File: config.mk
export PLATFORM = sky130hd
export DESIGN_NAME = mul_pipe_unit_flat
export DESIGN_NICKNAME = d
export VERILOG_FILES = /design/src/rtl/mul_pipe_if.sv /design/src/rtl/mul_pipe_unit.sv /design/src/flat_wrapper.sv
export SDC_FILE = /design/constraint.sdc
export NUM_CORES = 2
export LEC_CHECK = 0
export BUFFER_PORTS_ARGS = -buffer_cell sky130_fd_sc_hd__buf_2
export CAP_MARGIN = 30
export CORE_MARGIN = 8
export CORE_UTILIZATION = 55
export CTS_CLUSTER_DIAMETER = 50
export DETAILED_ROUTE_END_ITERATION = 10
export GPL_ROUTABILITY_DRIVEN = 0
export PLACE_DENSITY = 0.81
export SLEW_MARGIN = 10
export SYNTH_ARGS = -nofsm -noshare
export SYNTH_HDL_FRONTEND = slang
export SYNTH_SLANG_ARGS = --single-unit
File: constraint.sdc
create_clock -name clk -period 8.2 [get_ports clk]
set_clock_uncertainty 0.2 [all_clocks]
set_input_delay 0.82 -clock clk [delete_from_list [all_inputs] [get_ports clk]]
set_output_delay 0.82 -clock clk [all_outputs]
set_load 0.02 [all_outputs]
File: src/rtl/mul_pipe_if.sv
// mul_pipe_if: issue/result/hazard-query bundle between the EX stage and mul_pipe_unit.
interface mul_pipe_if #(
  parameter int XLEN  = 32,
  parameter int TAG_W = 5
);
  logic             stall_i;
  logic             flush_i;
  logic             in_valid_i;
  logic [1:0]       op_i;
  logic [XLEN-1:0]  opa_i;
  logic [XLEN-1:0]  opb_i;
  logic [TAG_W-1:0] tag_i;
  logic             out_valid_o;
  logic [XLEN-1:0]  result_o;
  logic [TAG_W-1:0] tag_o;
  logic             busy_o;
  logic [TAG_W-1:0] chk_tag_i;
  logic             chk_hit_o;
  modport master (
    output stall_i, flush_i, in_valid_i, op_i, opa_i, opb_i, tag_i, chk_tag_i,
    input  out_valid_o, result_o, tag_o, busy_o, chk_hit_o
  );
  modport slave (
    input  stall_i, flush_i, in_valid_i, op_i, opa_i, opb_i, tag_i, chk_tag_i,
    output out_valid_o, result_o, tag_o, busy_o, chk_hit_o
  );
endinterface

File: src/rtl/mul_pipe_unit.sv
// mul_pipe_unit: stallable, flushable RV32M multiplier with STAGES-cycle latency and in-flight tag check.
// Optional MUL_PIPE_STAT_EN adds accepted-op and flush-kill counters.
module mul_pipe_unit #(
  parameter int XLEN   = 32,
  parameter int STAGES = 2,
  parameter int TAG_W  = 5
) (
  input  logic        clk,
  input  logic        rst_n,
  mul_pipe_if.slave   bus
`ifdef MUL_PIPE_STAT_EN
  ,
  output logic [31:0] op_cnt_o,
  output logic [31:0] flush_kill_cnt_o
`endif
);
  logic                acc;
  logic                sa;
  logic                sb;
  logic [2*XLEN-1:0]   a_x;
  logic [2*XLEN-1:0]   b_x;
  logic [2*XLEN-1:0]   prod;
  logic [XLEN-1:0]     res;
  logic [STAGES-1:0]   v_q, v_d;
  logic [XLEN-1:0]     d_q [STAGES];
  logic [XLEN-1:0]     d_d [STAGES];
  logic [TAG_W-1:0]    t_q [STAGES];
  logic [TAG_W-1:0]    t_d [STAGES];
  logic                hit;
  // Low 2*XLEN bits of the extended product are exact modulo 2^(2*XLEN), which covers both halves.
  always_comb begin
    acc  = bus.in_valid_i & ~bus.stall_i & ~bus.flush_i;
    sa   = bus.op_i != 2'b11;
    sb   = ~bus.op_i[1];
    a_x  = {{XLEN{sa & bus.opa_i[XLEN-1]}}, bus.opa_i};
    b_x  = {{XLEN{sb & bus.opb_i[XLEN-1]}}, bus.opb_i};
    prod = a_x * b_x;
    res  = bus.op_i == 2'b00 ? prod[XLEN-1:0] : prod[2*XLEN-1:XLEN];
  end
  always_comb begin
    v_d = v_q;
    d_d = d_q;
    t_d = t_q;
    if (!bus.stall_i) begin
      v_d[0] = acc;
      d_d[0] = res;
      t_d[0] = bus.tag_i;
      for (int s = 1; s < STAGES; s++) begin
        v_d[s] = v_q[s-1];
        d_d[s] = d_q[s-1];
        t_d[s] = t_q[s-1];
      end
    end
    if (bus.flush_i) v_d = '0;
  end
  always_ff @(posedge clk) begin
    if (!rst_n) begin
      v_q <= '0;
      d_q <= '{default: '0};
      t_q <= '{default: '0};
    end else begin
      v_q <= v_d;
      d_q <= d_d;
      t_q <= t_d;
    end
  end
  // The final stage is forwarded by MEM/WB, so only earlier stages raise a hazard.
  always_comb begin
    hit = 1'b0;
    for (int s = 0; s < STAGES - 1; s++)
      if (v_q[s] && t_q[s] == bus.chk_tag_i && bus.chk_tag_i != '0) hit = 1'b1;
  end
  assign bus.out_valid_o = v_q[STAGES-1];
  assign bus.result_o    = d_q[STAGES-1];
  assign bus.tag_o       = t_q[STAGES-1];
  assign bus.busy_o      = |v_q;
  assign bus.chk_hit_o   = hit;
`ifdef MUL_PIPE_STAT_EN
  logic [31:0] op_cnt_q;
  logic [31:0] fk_cnt_q;
  always_ff @(posedge clk) begin
    if (!rst_n) begin
      op_cnt_q <= '0;
      fk_cnt_q <= '0;
    end else begin
      if (acc) op_cnt_q <= op_cnt_q + 32'd1;
      if (bus.flush_i && |v_q) fk_cnt_q <= fk_cnt_q + 32'd1;
    end
  end
  assign op_cnt_o         = op_cnt_q;
  assign flush_kill_cnt_o = fk_cnt_q;
`endif
endmodule

File: src/flat_wrapper.sv
// flat-port wrapper written by rule: the top's interface ports become plain ports
module mul_pipe_unit_flat 
#(
  parameter int XLEN   = 32,
  parameter int STAGES = 2,
  parameter int TAG_W  = 5
)
  (clk, rst_n, bus_stall_i, bus_flush_i, bus_in_valid_i, bus_op_i, bus_opa_i, bus_opb_i, bus_tag_i, bus_chk_tag_i, bus_out_valid_o, bus_result_o, bus_tag_o, bus_busy_o, bus_chk_hit_o);
  mul_pipe_if #(.XLEN(XLEN), .TAG_W(TAG_W)) bus_i ();
  input  logic clk;
  input  logic rst_n;
  input wire logic [$bits(bus_i.stall_i)-1:0] bus_stall_i;
  input wire logic [$bits(bus_i.flush_i)-1:0] bus_flush_i;
  input wire logic [$bits(bus_i.in_valid_i)-1:0] bus_in_valid_i;
  input wire logic [$bits(bus_i.op_i)-1:0] bus_op_i;
  input wire logic [$bits(bus_i.opa_i)-1:0] bus_opa_i;
  input wire logic [$bits(bus_i.opb_i)-1:0] bus_opb_i;
  input wire logic [$bits(bus_i.tag_i)-1:0] bus_tag_i;
  input wire logic [$bits(bus_i.chk_tag_i)-1:0] bus_chk_tag_i;
  output wire logic [$bits(bus_i.out_valid_o)-1:0] bus_out_valid_o;
  output wire logic [$bits(bus_i.result_o)-1:0] bus_result_o;
  output wire logic [$bits(bus_i.tag_o)-1:0] bus_tag_o;
  output wire logic [$bits(bus_i.busy_o)-1:0] bus_busy_o;
  output wire logic [$bits(bus_i.chk_hit_o)-1:0] bus_chk_hit_o;
  assign bus_i.stall_i = bus_stall_i;
  assign bus_i.flush_i = bus_flush_i;
  assign bus_i.in_valid_i = bus_in_valid_i;
  assign bus_i.op_i = bus_op_i;
  assign bus_i.opa_i = bus_opa_i;
  assign bus_i.opb_i = bus_opb_i;
  assign bus_i.tag_i = bus_tag_i;
  assign bus_i.chk_tag_i = bus_chk_tag_i;
  assign bus_out_valid_o = bus_i.out_valid_o;
  assign bus_result_o = bus_i.result_o;
  assign bus_tag_o = bus_i.tag_o;
  assign bus_busy_o = bus_i.busy_o;
  assign bus_chk_hit_o = bus_i.chk_hit_o;
  mul_pipe_unit #(.XLEN(XLEN), .STAGES(STAGES), .TAG_W(TAG_W)) u_core (.clk(clk), .rst_n(rst_n), .bus(bus_i));
endmodule
# [Yosys cells after proc, flatten, opt, wreduce, memory -nomap -nowiden]
# Index checks and enable logic that the tools add are counted.
[word_totals] regBits=76 output_inout_bits=40
[op_classes] n_mul=1 eq_ne=2 n_mux=2 bitwise_logic=8 reduce_logical=6
[ops] operator="multiplier 33 x 33 -> 64 bit" n=1
[ops] operator="2-to-1 mux 32 bit" n=1
[ops] operator="equality test 5 bit" n=1
[ops] operator="nonzero test 5 bit" n=1
[ops] operator="AND 1 bit" n=4
[ops] operator="NOT 1 bit" n=4
[ops] operator="OR reduction 2 bit" n=2
[ops] operator="logical AND 1 bit" n=2
[ops] operator="zero test 2 bit" n=1
[ops] operator="!= test 2 bit, second input constant" n=1
[ops] operator="2-to-1 mux 1 bit" n=1

# [Logic depth before layout (Yosys ltp)]
[logic_depth] word_depth=4 mapped_depth=30 ltp_nobuf=28

# [Worst setup path before layout]
# No wires, ideal clock.
[synth_timing] path_kind="input port to flip-flop" from="input bus_opa_i[31]" to="register u_core.d_q[60] (netlist bit)" setup_ps=122 arrival_ps=8480 setup_slack_ps=-602 path_stages=29 n_path_buf=3 path_cell_list="a21boi_0 -> clkbuf_1 -> clkbuf_1 -> nand2_1 -> fa_1 -> fa_1 -> inv_1 -> fa_1 -> inv_1 -> fa_1 -> inv_1 -> fa_1 -> fa_1 -> fa_1 -> inv_1 -> fa_1 -> inv_1 -> ha_1 -> clkbuf_1 -> a21o_1 -> a21o_1 -> a21oi_1 -> nor2b_1 -> o21a_1 -> o211ai_1 -> nand2_1 -> a41oi_1 -> xor2_1 -> o21ai_0"
[synth_between] elab_chain_cells=3
[synth_rtl] element="start: declaration" line="flat_wrapper.sv:16" source="input wire logic [$bits(bus_i.opa_i)-1:0] bus_opa_i;"
[synth_rtl] element="AND 1 bit" line="mul_pipe_unit.sv:35" source="a_x = {{XLEN{sa & bus.opa_i[XLEN-1]}}, bus.opa_i};"
[synth_rtl] element="multiplier 33 x 33 -> 64 bit (*)" line="mul_pipe_unit.sv:37" source="prod = a_x * b_x;"
[synth_rtl] element="2-to-1 mux 32 bit (*)" line="mul_pipe_unit.sv:38" source="res = bus.op_i == 2'b00 ? prod[XLEN-1:0] : prod[2*XLEN-1:XLEN];"
[synth_rtl] element="end signal: assignment" line="mul_pipe_unit.sv:59" source="d_q <= '{default: '0};"
[synth_rtl] element="end signal: assignment" line="mul_pipe_unit.sv:63" source="d_q <= d_d;"
[synth_rtl] element="end: declaration" line="mul_pipe_unit.sv:25" source="logic [XLEN-1:0] d_q [STAGES];"
# Every way passes the cells marked *; elsewhere a longest branch is shown, timed or not.
# A chain may end at the register's enable or synchronous reset.

# [Final worst setup path]
[layout_timing] from="input bus_opa_i[28]" to="register u_core.d_q[52] (netlist bit)"
[layout_between] elab_chain_cells=2
[layout_rtl] element="multiplier 33 x 33 -> 64 bit" line="mul_pipe_unit.sv:37"
[layout_rtl] element="2-to-1 mux 32 bit" line="mul_pipe_unit.sv:38"
# No other way between the ends.

==> results.ini <==
[outcome]
outcome=finished, final reports clean

[setup_path]
reg2reg_from=u_core.d_q[56]
max_stage_delay_ns=0.59
arrival_ns=8.12
crit_required_ns=8.23
setup.worst_path.end=u_core.d_q[52]
critPathLaunch=bus_opa_i[28]
r2r_slack_ns=6.92
setup.worst_path.end_class=register
ff2ff_path_depth=4
critical_path_class=in -> reg
worstReg2RegEnd=u_core.d_q[56]
path_max_fanout=23
slowest_stage=fa_1
critPathLaunchType=input port
path_common_cell=fa_1

[timing]
setup_viol=0
finalCritPeriodShare_pct=98.7
fmax_mhz=124
worstMarginPinSlew_ns=1.00
finalWorstSetupSlack_ns=0.108
min_period_ns=8.09
rsz0062_at_grt=yes
relSlewSlack_pct=33.3
drv_slew=0
hold_viol=0
whs_ns=0.287

[yosys]
synth_cell_types=73
ys_seq_area_share_pct=3.68
ys_ff_latch=76
synth_top_area_share_pct=54.4
synth_cells=4539
syn_nets=5957
synth_area_um2=41400
synth_edf_count=0
async_flop_share_pct=0
synth_area_leaders=fa_1 54%, inv_1 9.9%, nand2_1 7.0%, ha_1 6.4%, and2_1 5.5%
ys.flop_type=dfxtp_1
yosysWarnings=0
synth.largest_area_cell=fa_1
avgSynthCellArea_um2=9.12

[hold_path]
hold_path.class=reg -> reg

[run]
maxCapViolations=0

[cts]
clk_latency_ns=0.33
clk_pin_slew_worst_paths_ns=0.06
cts_buffers=9
cts.htree.levels=3
cts_num_sinks=76
cts_tree=built
clock_path_buffers=2
cts_root_buffer=clkbuf_16

[global_route]
groute.usage.overall_pct=26.1
grt_max_degree=78
grt_pass1_wl_um=179000
first_global_vias=35258
grt_remaining_overflow=0
antenna_found_initial=10

[floorplanning]
start_util_pct=55.6
die-height_um=290
fp.dieW_um=290
rows=100
core-area_um2=74400
ioPinCount=121
die-area_um2=84300

[final_layout]
fillers=5752
nets=6161
drive_above_1_share_pct=12.7
utilization_pct=61.4
area_growth_pct=10.5
stdcell_count=5724

[detailed_routing]
routed_via_density=5.51
routedWlPerCell_um=18.9
drt_wl_total_um=108000
vias=31536
drc=0
antenna_left=0
drt-initial-drc-count=2377
first_pass_iters=6

[place]
hpwl_um=94100
pre_cts_ws_ns=-0.246
numPlacedInstances=5682
numPortBuffers=120

[cell type report]
type / count / area [um^2] / area share (%)
well taps: 969 / 1210 / 2.65
multi-input cells: 3086 / 34800 / 76.2
flip-flops and latches: 76 / 1520 / 3.33
repair buffers: 479 / 3730 / 8.17
inverters: 1091 / 4110 / 8.98
clock inverters: 6 / 71.3 / 0.156
diodes: 7 / 17.5 / 0.0383
clock buffers: 10 / 239 / 0.523
[kinds of logic (layout without fill, tap and decap cells)]
group                      count (synthesis)  count (layout)  share of synthesized area (%)
and+or+nand+nor                         1343            1343                           15.2
xor gates and xnor gates                  76              76                           1.61
DFF                                       76              76                           3.68
AOI/OAI and AO/OA                        282             282                           4.56
buffers and inverters                   1377            1586                           13.0
other                                      0               7                              0
adders and majority gates               1337            1337                           60.8
muxes                                     48              48                           1.16
[layout by cell type, fill, tap and decap left out, drive strengths merged, types with 45 or more instances in the layout]
cell type  netlist  layout
ha             212     212
nand2          772     772
a21oi           92      92
nor2b           45      45
and2           365     365
o21ai           56      56
inv           1091    1091
dfxtp           76      76
fa            1125    1125
buf             54     463
mux2i           47      47
xnor2           45      45
nor2            68      68
[cells in the mapped netlist (4+ instances only)]
master,number
nor2_1,68
buf_6,4
nand3_1,14
a31oi_1,8
or2_2,13
a211oi_1,4
o21a_1,10
and2_1,364
a21boi_0,4
nor2b_1,45
o21ai_0,53
buf_4,41
buf_1,4
ha_1,212
xor2_1,31
and3_1,10
clkbuf_1,228
nand2_1,772
mux2i_1,47
o21bai_1,10
a21oi_1,90
inv_1,1091
nand4_1,13
xnor2_1,45
buf_2,5
fa_1,1125
dfxtp_1,76
o211a_1,8
a21o_1,30
a41oi_1,7
nor3_1,17
o211ai_1,8
or3_1,5
nand2b_1,7
a31o_2,4
[state kept, by name, indices dropped and copies added, names as in the netlist]
| signal | cells |
|---|---|
| u_core.bus.tag_o | 5 |
| u_core.t_q | 5 |
| u_core.bus.result_o | 32 |
| u_core.v_q | 2 |
| u_core.d_q | 32 |
[worst min path at each step]
stage	start	endpoint	slack, ns	cells after the start
final	u_core.d_q[34]	u_core.d_q[34]	0.29	1
after CTS	u_core.d_q[43]	u_core.d_q[43]	0.29	1
after global routing	u_core.d_q[34]	u_core.d_q[34]	0.31	1
after floorplan	u_core.d_q[32]	u_core.d_q[32]	0.25	1
after detailed placement	u_core.d_q[34]	u_core.d_q[34]	0.28	1
after global placement	u_core.d_q[34]	u_core.d_q[34]	0.27	1
[timing repair]
action / CTS / global route
setup buffers: 0 / 20
resized for setup: 0 / 115
endpoints found under the hold margin: 0 / 0
hold buffers: 0 / 0
setup endpoints to repair: 0 / 23
[critical path, delay by kind of cell]
| family | cells | cell delay [ns] |
|---|---|---|
| XOR/XNOR | 1 | 0.13 |
| AO/OA/AOI/OAI | 7 | 1.36 |
| buffers and inverters | 6 | 0.84 |
| AND/OR/NAND/NOR | 2 | 0.43 |
| adder cells (fa/ha/maj) | 9 | 4.50 |
[layer usage]
| layer | vias up | track usage, % | wire [um] |
|---|---|---|---|
| met5 | - | 0 | 13 |
| met4 | 2 | 12.8 | 5860 |
| met3 | 387 | 2.78 | 7670 |
| met2 | 1512 | 45.3 | 55000 |
| met1 | 16185 | 32.4 | 39700 |
| li1 | 13450 | - | - |
[per-stage QoR]
| stage | setup TNS, ns | area, um^2 |
|---|---|---|
| after floorplan | -0.0107 | 41500 |
| after global placement | -1.08 | 44800 |
| after detailed placement | -2.93 | 44900 |
| after CTS | 0 | 45200 |
| after global routing | -0.572 | 45700 |
| final | 0 | 45700 |
Power is left out: the tool's default activity adds up to more than one toggle a clock period on the data nets, which glitch-free logic cannot reach.
